<file path="config.mk">
export PLATFORM = sky130hd
export DESIGN_NAME = alu_rr_arbiter
export DESIGN_NICKNAME = d
export VERILOG_FILES = /design/src/rtl/alu_rr_arbiter_pkg.sv /design/src/rtl/alu_core.sv /design/src/rtl/alu_rr_arbiter.sv
export SDC_FILE = /design/constraint.sdc
export NUM_CORES = 1
export LEC_CHECK = 0
export CAP_MARGIN = 20
export CELL_PAD_IN_SITES_DETAIL_PLACEMENT = 1
export CELL_PAD_IN_SITES_GLOBAL_PLACEMENT = 1
export CORE_MARGIN = 4
export CORE_UTILIZATION = 36
export CTS_BUF_LIST = sky130_fd_sc_hd__clkbuf_4 sky130_fd_sc_hd__clkbuf_8 sky130_fd_sc_hd__clkbuf_16
export CTS_CLUSTER_SIZE = 30
export DETAILED_ROUTE_END_ITERATION = 6
export PLACE_DENSITY = 0.84
export REMOVE_ABC_BUFFERS = 1
export SYNTH_ARGS = -nofsm -noshare
export SYNTH_HDL_FRONTEND = slang
export SYNTH_SLANG_ARGS = --single-unit
</file>
<file path="constraint.sdc">
create_clock -name clock -period 3.8 [get_ports clock]
set_input_delay 0.76 -clock clock [delete_from_list [all_inputs] [get_ports clock]]
set_output_delay 0.76 -clock clock [all_outputs]
set_load 0.01 [all_outputs]
</file>
<file path="src/rtl/alu_rr_arbiter_pkg.sv">
// Shared types for the two-channel round-robin ALU arbiter.
// Optional feature macro: ALU_ARB_OVF_EN (adds signed-overflow flag on add/sub).
package alu_rr_arbiter_pkg;

  localparam int unsigned NB_DATA = 16;
  localparam int unsigned NB_SEL  = 2;

  typedef enum logic [NB_SEL-1:0] {
    OP_ADD = 2'b00,
    OP_SUB = 2'b01,
    OP_AND = 2'b10,
    OP_OR  = 2'b11
  } op_e;

  typedef enum logic [1:0] {
    ST_IDLE = 2'b00,
    ST_EXEC = 2'b01,
    ST_RESP = 2'b10
  } state_e;

  // Operands and operation captured at request accept
  typedef struct packed {
    logic [NB_DATA-1:0] a;
    logic [NB_DATA-1:0] b;
    op_e                sel;
  } alu_req_t;

endpackage

</file>
<file path="src/rtl/alu_core.sv">
// Registered 16-bit ALU: result (and optional overflow) updates one clock after enable.
// Optional feature macro: ALU_ARB_OVF_EN (adds o_ovf).
module alu_core
  import alu_rr_arbiter_pkg::*;
(
  input  logic               clock,
  input  logic               i_reset,
  input  logic               i_en,
  input  alu_req_t           i_req,
  output logic [NB_DATA-1:0] o_c
`ifdef ALU_ARB_OVF_EN
  ,
  output logic               o_ovf
`endif
);

  localparam int unsigned MSB = NB_DATA - 1;

  logic [NB_DATA-1:0] add_c;
  logic [NB_DATA-1:0] sub_c;
  logic [NB_DATA-1:0] c_d, c_q;

  assign add_c = i_req.a + i_req.b;
  assign sub_c = i_req.a - i_req.b;

  // Select the operation result; hold the previous value when not enabled
  always_comb begin
    c_d = c_q;
    if (i_en) begin
      case (i_req.sel)
        OP_ADD:  c_d = add_c;
        OP_SUB:  c_d = sub_c;
        OP_AND:  c_d = i_req.a & i_req.b;
        OP_OR:   c_d = i_req.a | i_req.b;
        default: c_d = '0;
      endcase
    end
  end

  // Result register
  always_ff @(posedge clock or posedge i_reset) begin
    if (i_reset) c_q <= '0;
    else         c_q <= c_d;
  end

  assign o_c = c_q;

`ifdef ALU_ARB_OVF_EN
  logic ovf_d, ovf_q;

  // Signed overflow: operands agree in sign (add) or differ (sub) and the result sign flips
  always_comb begin
    ovf_d = ovf_q;
    if (i_en) begin
      case (i_req.sel)
        OP_ADD:  ovf_d = (i_req.a[MSB] == i_req.b[MSB]) && (add_c[MSB] != i_req.a[MSB]);
        OP_SUB:  ovf_d = (i_req.a[MSB] != i_req.b[MSB]) && (sub_c[MSB] != i_req.a[MSB]);
        default: ovf_d = 1'b0;
      endcase
    end
  end

  // Overflow flag register
  always_ff @(posedge clock or posedge i_reset) begin
    if (i_reset) ovf_q <= 1'b0;
    else         ovf_q <= ovf_d;
  end

  assign o_ovf = ovf_q;
`endif

endmodule

</file>
<file path="src/rtl/alu_rr_arbiter.sv">
// Two-channel round-robin front end sharing one registered ALU, one transaction in flight.
// Optional feature macro: ALU_ARB_OVF_EN (adds o_ovf, valid alongside o_rsp_valid_k).
module alu_rr_arbiter
  import alu_rr_arbiter_pkg::*;
(
  input  logic               clock,
  input  logic               i_reset,
  input  logic               i_req_valid_0,
  output logic               o_req_ready_0,
  input  logic [NB_DATA-1:0] i_dataA_0,
  input  logic [NB_DATA-1:0] i_dataB_0,
  input  logic [NB_SEL-1:0]  i_sel_0,
  input  logic               i_req_valid_1,
  output logic               o_req_ready_1,
  input  logic [NB_DATA-1:0] i_dataA_1,
  input  logic [NB_DATA-1:0] i_dataB_1,
  input  logic [NB_SEL-1:0]  i_sel_1,
  output logic               o_rsp_valid_0,
  output logic               o_rsp_valid_1,
  input  logic               i_rsp_ready_0,
  input  logic               i_rsp_ready_1,
  output logic [NB_DATA-1:0] o_dataC
`ifdef ALU_ARB_OVF_EN
  ,
  output logic               o_ovf
`endif
);

  state_e   state_d, state_q;
  logic     rr_ptr_d, rr_ptr_q;
  logic     owner_d, owner_q;
  alu_req_t req_d, req_q;

  logic grant0_c, grant1_c;
  logic rsp_ready_c;
  logic in_resp_c;
  logic [NB_DATA-1:0] alu_c;

  // Grant: single valid channel wins; on contention rr_ptr picks; only in IDLE, never in reset
  always_comb begin
    grant0_c = 1'b0;
    grant1_c = 1'b0;
    if (state_q == ST_IDLE && !i_reset) begin
      if (i_req_valid_0 && i_req_valid_1) begin
        grant0_c = !rr_ptr_q;
        grant1_c = rr_ptr_q;
      end else begin
        grant0_c = i_req_valid_0;
        grant1_c = i_req_valid_1;
      end
    end
  end

  assign rsp_ready_c = owner_q ? i_rsp_ready_1 : i_rsp_ready_0;

  // Next state: capture on grant, one cycle of execution, hold response until owner takes it
  always_comb begin
    state_d  = state_q;
    rr_ptr_d = rr_ptr_q;
    owner_d  = owner_q;
    req_d    = req_q;
    case (state_q)
      ST_IDLE: begin
        if (grant0_c) begin
          req_d   = '{a: i_dataA_0, b: i_dataB_0, sel: op_e'(i_sel_0)};
          owner_d = 1'b0;
          state_d = ST_EXEC;
        end else if (grant1_c) begin
          req_d   = '{a: i_dataA_1, b: i_dataB_1, sel: op_e'(i_sel_1)};
          owner_d = 1'b1;
          state_d = ST_EXEC;
        end
      end
      ST_EXEC: state_d = ST_RESP;
      ST_RESP: begin
        if (rsp_ready_c) begin
          rr_ptr_d = !owner_q;
          state_d  = ST_IDLE;
        end
      end
      default: state_d = ST_IDLE;
    endcase
  end

  // Arbiter state, round-robin pointer, owner and operand registers
  always_ff @(posedge clock or posedge i_reset) begin
    if (i_reset) begin
      state_q  <= ST_IDLE;
      rr_ptr_q <= 1'b0;
      owner_q  <= 1'b0;
      req_q    <= '0;
    end else begin
      state_q  <= state_d;
      rr_ptr_q <= rr_ptr_d;
      owner_q  <= owner_d;
      req_q    <= req_d;
    end
  end

`ifdef ALU_ARB_OVF_EN
  logic alu_ovf;
`endif

  alu_core u_alu_core (
    .clock   (clock),
    .i_reset (i_reset),
    .i_en    (state_q == ST_EXEC),
    .i_req   (req_q),
    .o_c     (alu_c)
`ifdef ALU_ARB_OVF_EN
    ,
    .o_ovf   (alu_ovf)
`endif
  );

  assign in_resp_c     = (state_q == ST_RESP);
  assign o_req_ready_0 = grant0_c;
  assign o_req_ready_1 = grant1_c;
  assign o_rsp_valid_0 = in_resp_c && !owner_q;
  assign o_rsp_valid_1 = in_resp_c && owner_q;
  assign o_dataC       = in_resp_c ? alu_c : '0;
`ifdef ALU_ARB_OVF_EN
  assign o_ovf         = in_resp_c ? alu_ovf : 1'b0;
`endif

endmodule
</file>
==> impl_metrics.ini, run 1 <==
[status]
status = complete, no violations

[grt]
grt.overflow.total = 0
grt_pass1_vias = 3654
antenna_found_initial = 0
grt.total_usage = 0.193
grt_pass1_wl_mm = 18.5
grt_max_degree = 70

[power_and_ir_drop]
power_frac_comb = 0.689
p_sw_frac = 0.489
p_per_area_nw_per_um2 = 1050
peakVddDrop_mv = 0.359
internal_power_mw = 2.63
p_switching_mw = 2.52
seq_power_share = 0.237
p_clk_frac = 0.075
power.leakage_nw = 2.08

[cts]
cts.sinks = 54
clockRootBuffer = clkbuf_8
clockBufferDepth = 2
cts_made_buffers = 5
cts_tree = built
h-tree-depth = 2
insertion_delay_ns = 0.32
postCtsHoldBufs = 0
clkTransAtPathRegs_ns = 0.10

[yosys]
syn_area_um2 = 3740
ys_warn_count = 0
synth_edf_count = 0
yosysSeqAreaShare = 0.361
synth_xor_xnor_area_share = 0.0632
synthMuxAreaShare = 0.0134
yosys.cell_types.count = 46
syn_area_per_cell_um2 = 8.10
async_flop_share = 1.00
ys_ff_latch = 54
synth_flop_cell = dfrtp_1
synth-compound-area-share = 0.202
synth_simple_gate_area_frac = 0.234
synth-adder-area-share = 0.0896
synth_cells = 462
synth_top_family_by_area = simple AND/OR/NAND/NOR gates

[worst_setup_path]
crit_required_ns = 4.00
critPathArrivalTime_ns = 3.70
reg2reg_depth = 11
rr_endpoint = u_alu_core.o_c[13]
critPathKind = register to register
startpoint_type = register
rrSetupSlack_ns = 0.31
timing.rr.start = req_q[4]
path_max_fanout = 7
critPathCaptureType = register

[hold_path]
hold_depth = 2
hp-class = register to register
min_to = u_alu_core.o_c[8]
min_from = u_alu_core.o_c[8]

[placement]
port_buffers = 93
dp_hpwl_mm = 8.76
place_congestion = 0.968

[timing]
slew_violations = 0
slew_headroom = 0.484
grt_setup_unrepaired = false
post-route-min-period_ns = 3.49
tightestPinTransition_ns = 0.774
max_freq_ghz = 0.286
tns_ns = 0
setup_viol = 0
hold_violations = 0
skew_ns = 0.0131
fin_crit_sh = 0.919

[die]
coreArea_um2 = 9950
die_area_um2 = 12100
ioPinCount = 94
die_x_um = 110
initial_core_util = 0.376
row_count = 36
dieHeight_um = 110

[final_layout]
syn2layout_area_growth_pct = 31.5
antenna_cells = 0
finish.utilization = 0.494
drive_above_1_share = 0.0494
nNetsFinal = 639

[routing]
viasPerCell = 5.34
drt_iter0_drc = 133
vias = 3628
finalWirelength_mm = 11.4
detail-route-antenna-nets = 0
dr.pass1.iters = 4
drc = 0
wl_per_cell_um = 16.7

[run]
max-cap-violations = 0
[worst max-delay path: stages, from the launching register on]
cell and delay (ns):
dfrtp_1 0.47, nor4_1 0.45, and2_1 0.28, nor2_1 0.08
xnor2_1 0.13, ha_1 0.35, a2111oi_0 0.59, a2bb2oi_1 0.25
a31oi_1 0.39, a21oi_1 0.15, xnor2_1 0.16, o21ai_0 0.08
[area by class of cell]
class / count / area (um2)
Timing Repair Buffer: 101 / 991
Inverter: 11 / 41.3
Fill cell: 1188 / 5030
Sequential cell: 54 / 1350
Clock inverter: 3 / 40.0
Multi-Input combinational cell: 373 / 2260
Clock buffer: 5 / 68.8
Tap cell: 133 / 166
[Yosys cell counts, types with 10 or more instances]
library cell / n / area share
inv_1: 10 / 0.010
ha_1: 18 / 0.060
a21oi_1: 26 / 0.035
o21ai_0: 29 / 0.039
and2_1: 22 / 0.037
xor2_1: 12 / 0.028
dfrtp_1: 54 / 0.36
nor2_1: 47 / 0.047
xnor2_1: 15 / 0.035
nand2_1: 91 / 0.091
clkbuf_1: 23 / 0.023
a31oi_1: 36 / 0.060
[cell families after synthesis]
logic type	Yosys count
AOI/OAI and AO/OA	120
xor gates and xnor gates	27
adders and majority gates	28
buffers and inverters	35
DFF	54
muxes	5
and+or+nand+nor	193
[registers in the layout, indices dropped and copies added, names as in the netlist]
signal          flops
u_alu_core.o_c     16
req_q              34
owner_q             1
state_q             2
rr_ptr_q            1
[how the worst max path moves through the flow]
stage | from | endpoint | slack, ns
2_1_floorplan | i_reset | o_req_ready_0 | 0.48
3_3_place_gp | req_q[4] | u_alu_core.o_c[10] | 0.56
3_5_place_dp | req_q[4] | u_alu_core.o_c[10] | 0.29
4_1_cts | req_q[4] | u_alu_core.o_c[10] | 0.24
5_1_grt | req_q[4] | u_alu_core.o_c[13] | 0.07
6_report | req_q[4] | u_alu_core.o_c[13] | 0.31
[per-layer routing]
layer	up-vias	routed length, um	track usage
li1	1769	-	-
met2	86	5670	0.340
met4	0	148	0.0436
met3	11	554	0.0256
met1	1762	5000	0.250
met5	-	0	0
[layout by cell type, fill, tap and decap left out, types with 8 or more instances in the layout]
cell | synthesis | routed
a31oi_1 | 36 | 36
xor2_1 | 12 | 12
inv_1 | 10 | 9
clkdlybuf4s50_1 | 0 | 93
and2_1 | 22 | 22
buf_4 | 0 | 8
ha_1 | 18 | 18
maj3_1 | 9 | 9
o21ai_0 | 29 | 29
nor2_1 | 47 | 47
xnor2_1 | 15 | 15
a21oi_1 | 26 | 25
nand2_1 | 91 | 91
dfrtp_1 | 54 | 54
[per-stage QoR]
step           total power, mW  instance area, um2  cells  hold slack, ns  worst slack [ns]
3_3_place_gp              4.46                4810    672           0.453             0.564
6_report                  5.15                4920    680           0.486             0.309
4_1_cts                   5.11                4920    680           0.490             0.236
3_5_place_dp              4.66                4810    672           0.466             0.293
5_1_grt                   5.61                4920    680           0.511            0.0748
2_1_floorplan             3.63                3650    438           0.442             0.475
[power groups by stage]
stage | registers, mW | logic [mW] | clock network, mW
finish | 1.22 | 3.54 | 0.385
global route | 1.27 | 3.92 | 0.417
CTS | 1.22 | 3.50 | 0.393
detailed placement | 1.23 | 3.43 | 0
global placement | 1.20 | 3.25 | 0
floorplan | 1.15 | 2.48 | 0
[what timing repair did]
item | CTS | global route
endpoints found under the setup margin | 0 | 1
setup buffers | 0 | 0
resized for setup | 0 | 1
Note: power is estimated with default switching activity, not from simulation.
==> run 2, diff against run 1 <==
==> constraint.sdc (replaced) <==
create_clock -name clock -period 3.8 [get_ports clock]
set_input_delay 0.57 -clock clock [delete_from_list [all_inputs] [get_ports clock]]
set_output_delay 0.57 -clock clock [all_outputs]
set_load 0.01 [all_outputs]
==> run 2 against run 1 <==
Compared with the run above: sequential cell count is the same; wire length increased by 3.0%; largest cell class unchanged; critical endpoint is now u_alu_core.o_c[10]; sequential power about the same.
==> impl_metrics.ini, run 2 (synthesis results as in run 1) <==
[status]
status = complete, no violations

[cts]
clkTransAtPathRegs_ns = 0.10
insertion_delay_ns = 0.31
clockBufferDepth = 2
cts_tree = built
cts.sinks = 54
cts_made_buffers = 5
postCtsResizedCells = 0
cts_setup_buffers = 0
h-tree-depth = 2
clockRootBuffer = clkbuf_8
postCtsHoldBufs = 0

[worst_setup_path]
timing.rr.start = req_q[4]
critPathCaptureType = register
path_max_fanout = 7
rr_endpoint = u_alu_core.o_c[10]
startpoint_type = register
critPathKind = register to register
crit_required_ns = 4.05
critPathArrivalTime_ns = 3.74
rrSetupSlack_ns = 0.31
reg2reg_depth = 11

[routing]
finalWirelength_mm = 11.7
dr.pass1.iters = 4
vias = 3610
drc = 0
viasPerCell = 5.29
drt_iter0_drc = 190
detail-route-antenna-nets = 0
wl_per_cell_um = 17.2

[final_layout]
postLayoutCellArea_um2 = 4940
regMostFlops = req_q
nNetsFinal = 641
drive_above_1_share = 0.0510
final_common_cell = clkdlybuf4s50_1
finish.utilization = 0.496
largest_register_ffs = 34
fin_cells = 682
antenna_cells = 0
syn2layout_area_growth_pct = 31.9
final_cell_mix = clkdlybuf4s50_1, nand2_1, dfrtp_1, nor2_1, a31oi_1

[grt]
grt_max_degree = 70
antenna_found_initial = 0
grt_pass1_vias = 3890
grt.overflow.total = 0
grt.total_usage = 0.205
grt_pass1_wl_mm = 19.5

[die]
row_count = 36
ioPinCount = 94
dieHeight_um = 110
die_x_um = 110
coreArea_um2 = 9950
die_area_um2 = 12100
initial_core_util = 0.376

[placement]
place_area_um2 = 4820
place_congestion = 0.864
place_inst = 674
dp_slack_ns = 0.389
dp_hpwl_mm = 9.18
port_buffers = 93

[hold_path]
hold_depth = 2
min_to = u_alu_core.o_c[6]
min_from = u_alu_core.o_c[6]
hp-class = register to register

[timing]
slew_violations = 0
post-route-min-period_ns = 3.49
timing.final.ws_setup_ns = 0.312
grt_setup_unrepaired = false
tns_ns = 0
setup_viol = 0
skew_ns = 0.00974
max_freq_ghz = 0.287
hold_violations = 0
slew_headroom = 0.468
tightestPinTransition_ns = 0.797
fin_crit_sh = 0.918

[power_and_ir_drop]
peakVddDrop_mv = 0.396
p_per_area_nw_per_um2 = 1040
power.leakage_nw = 2.09

[run]
max-cap-violations = 0
run 2: cell count changes in the layout (fill, tap and decap cells not counted):
cell      change
buf_4         +2
clkbuf_4      +2
clkinv_2      -2
a21oi_1       +1
a21oi_2       -1
run 2: worst max path at each step:
stage	end	slack, ns	from	cells past startpoint
after floorplan	u_alu_core.o_c[12]	0.57	req_q[0]	11
after global placement	u_alu_core.o_c[10]	0.48	req_q[4]	11
after detailed placement	u_alu_core.o_c[10]	0.39	req_q[4]	11
after CTS	u_alu_core.o_c[10]	0.33	req_q[4]	11
after global routing	u_alu_core.o_c[10]	0.09	req_q[4]	11
final	u_alu_core.o_c[10]	0.31	req_q[4]	11
run 2: worst max-delay path, cell delays in order, from the launching register on:
cell and delay (ns):
dfrtp_1 0.48, or4_1 0.62, nor3_2 0.26, a21oi_1 0.13, xnor2_1 0.14, ha_1 0.38
o21a_1 0.17, nor2_1 0.05, a21oi_1 0.39, a311oi_1 0.16, a2111oi_0 0.44, o22a_1 0.21
run 2: per-stage QoR:
step / hold slack (ns) / power, mW
2_1_floorplan: 0.442 / 3.63
3_5_place_dp: 0.462 / 4.73
4_1_cts: 0.484 / 5.16
5_1_grt: 0.507 / 5.63
3_3_place_gp: 0.454 / 4.60
6_report: 0.477 / 5.16
run 2: where the power goes:
part	leakage (nW)	total [mW]	internal, mW	switching [mW]
combinational	1.40	3.52	1.59	1.92
sequential	0.639	1.24	0.866	0.370
clock	0.0593	0.407	0.212	0.195
run 2: area by class of cell:
class	instances	area, um2
fill	1195	5020
tap	133	166
multi-input combinational	373	2260
timing repair buffer	103	1010
clock buffer	7	83.8
inverter	11	41.3
clock inverter	1	30.0
sequential	54	1350
run 2: routing by layer:
layer	vias to the layer above	part of all wire	track usage	routed length, um
li1	1775	-	-	-
met1	1748	0.48	0.279	5590
met2	79	0.47	0.351	5550
met3	8	0.039	0.0192	459
met4	0	0.010	0.0463	119
met5	-	0	0	0
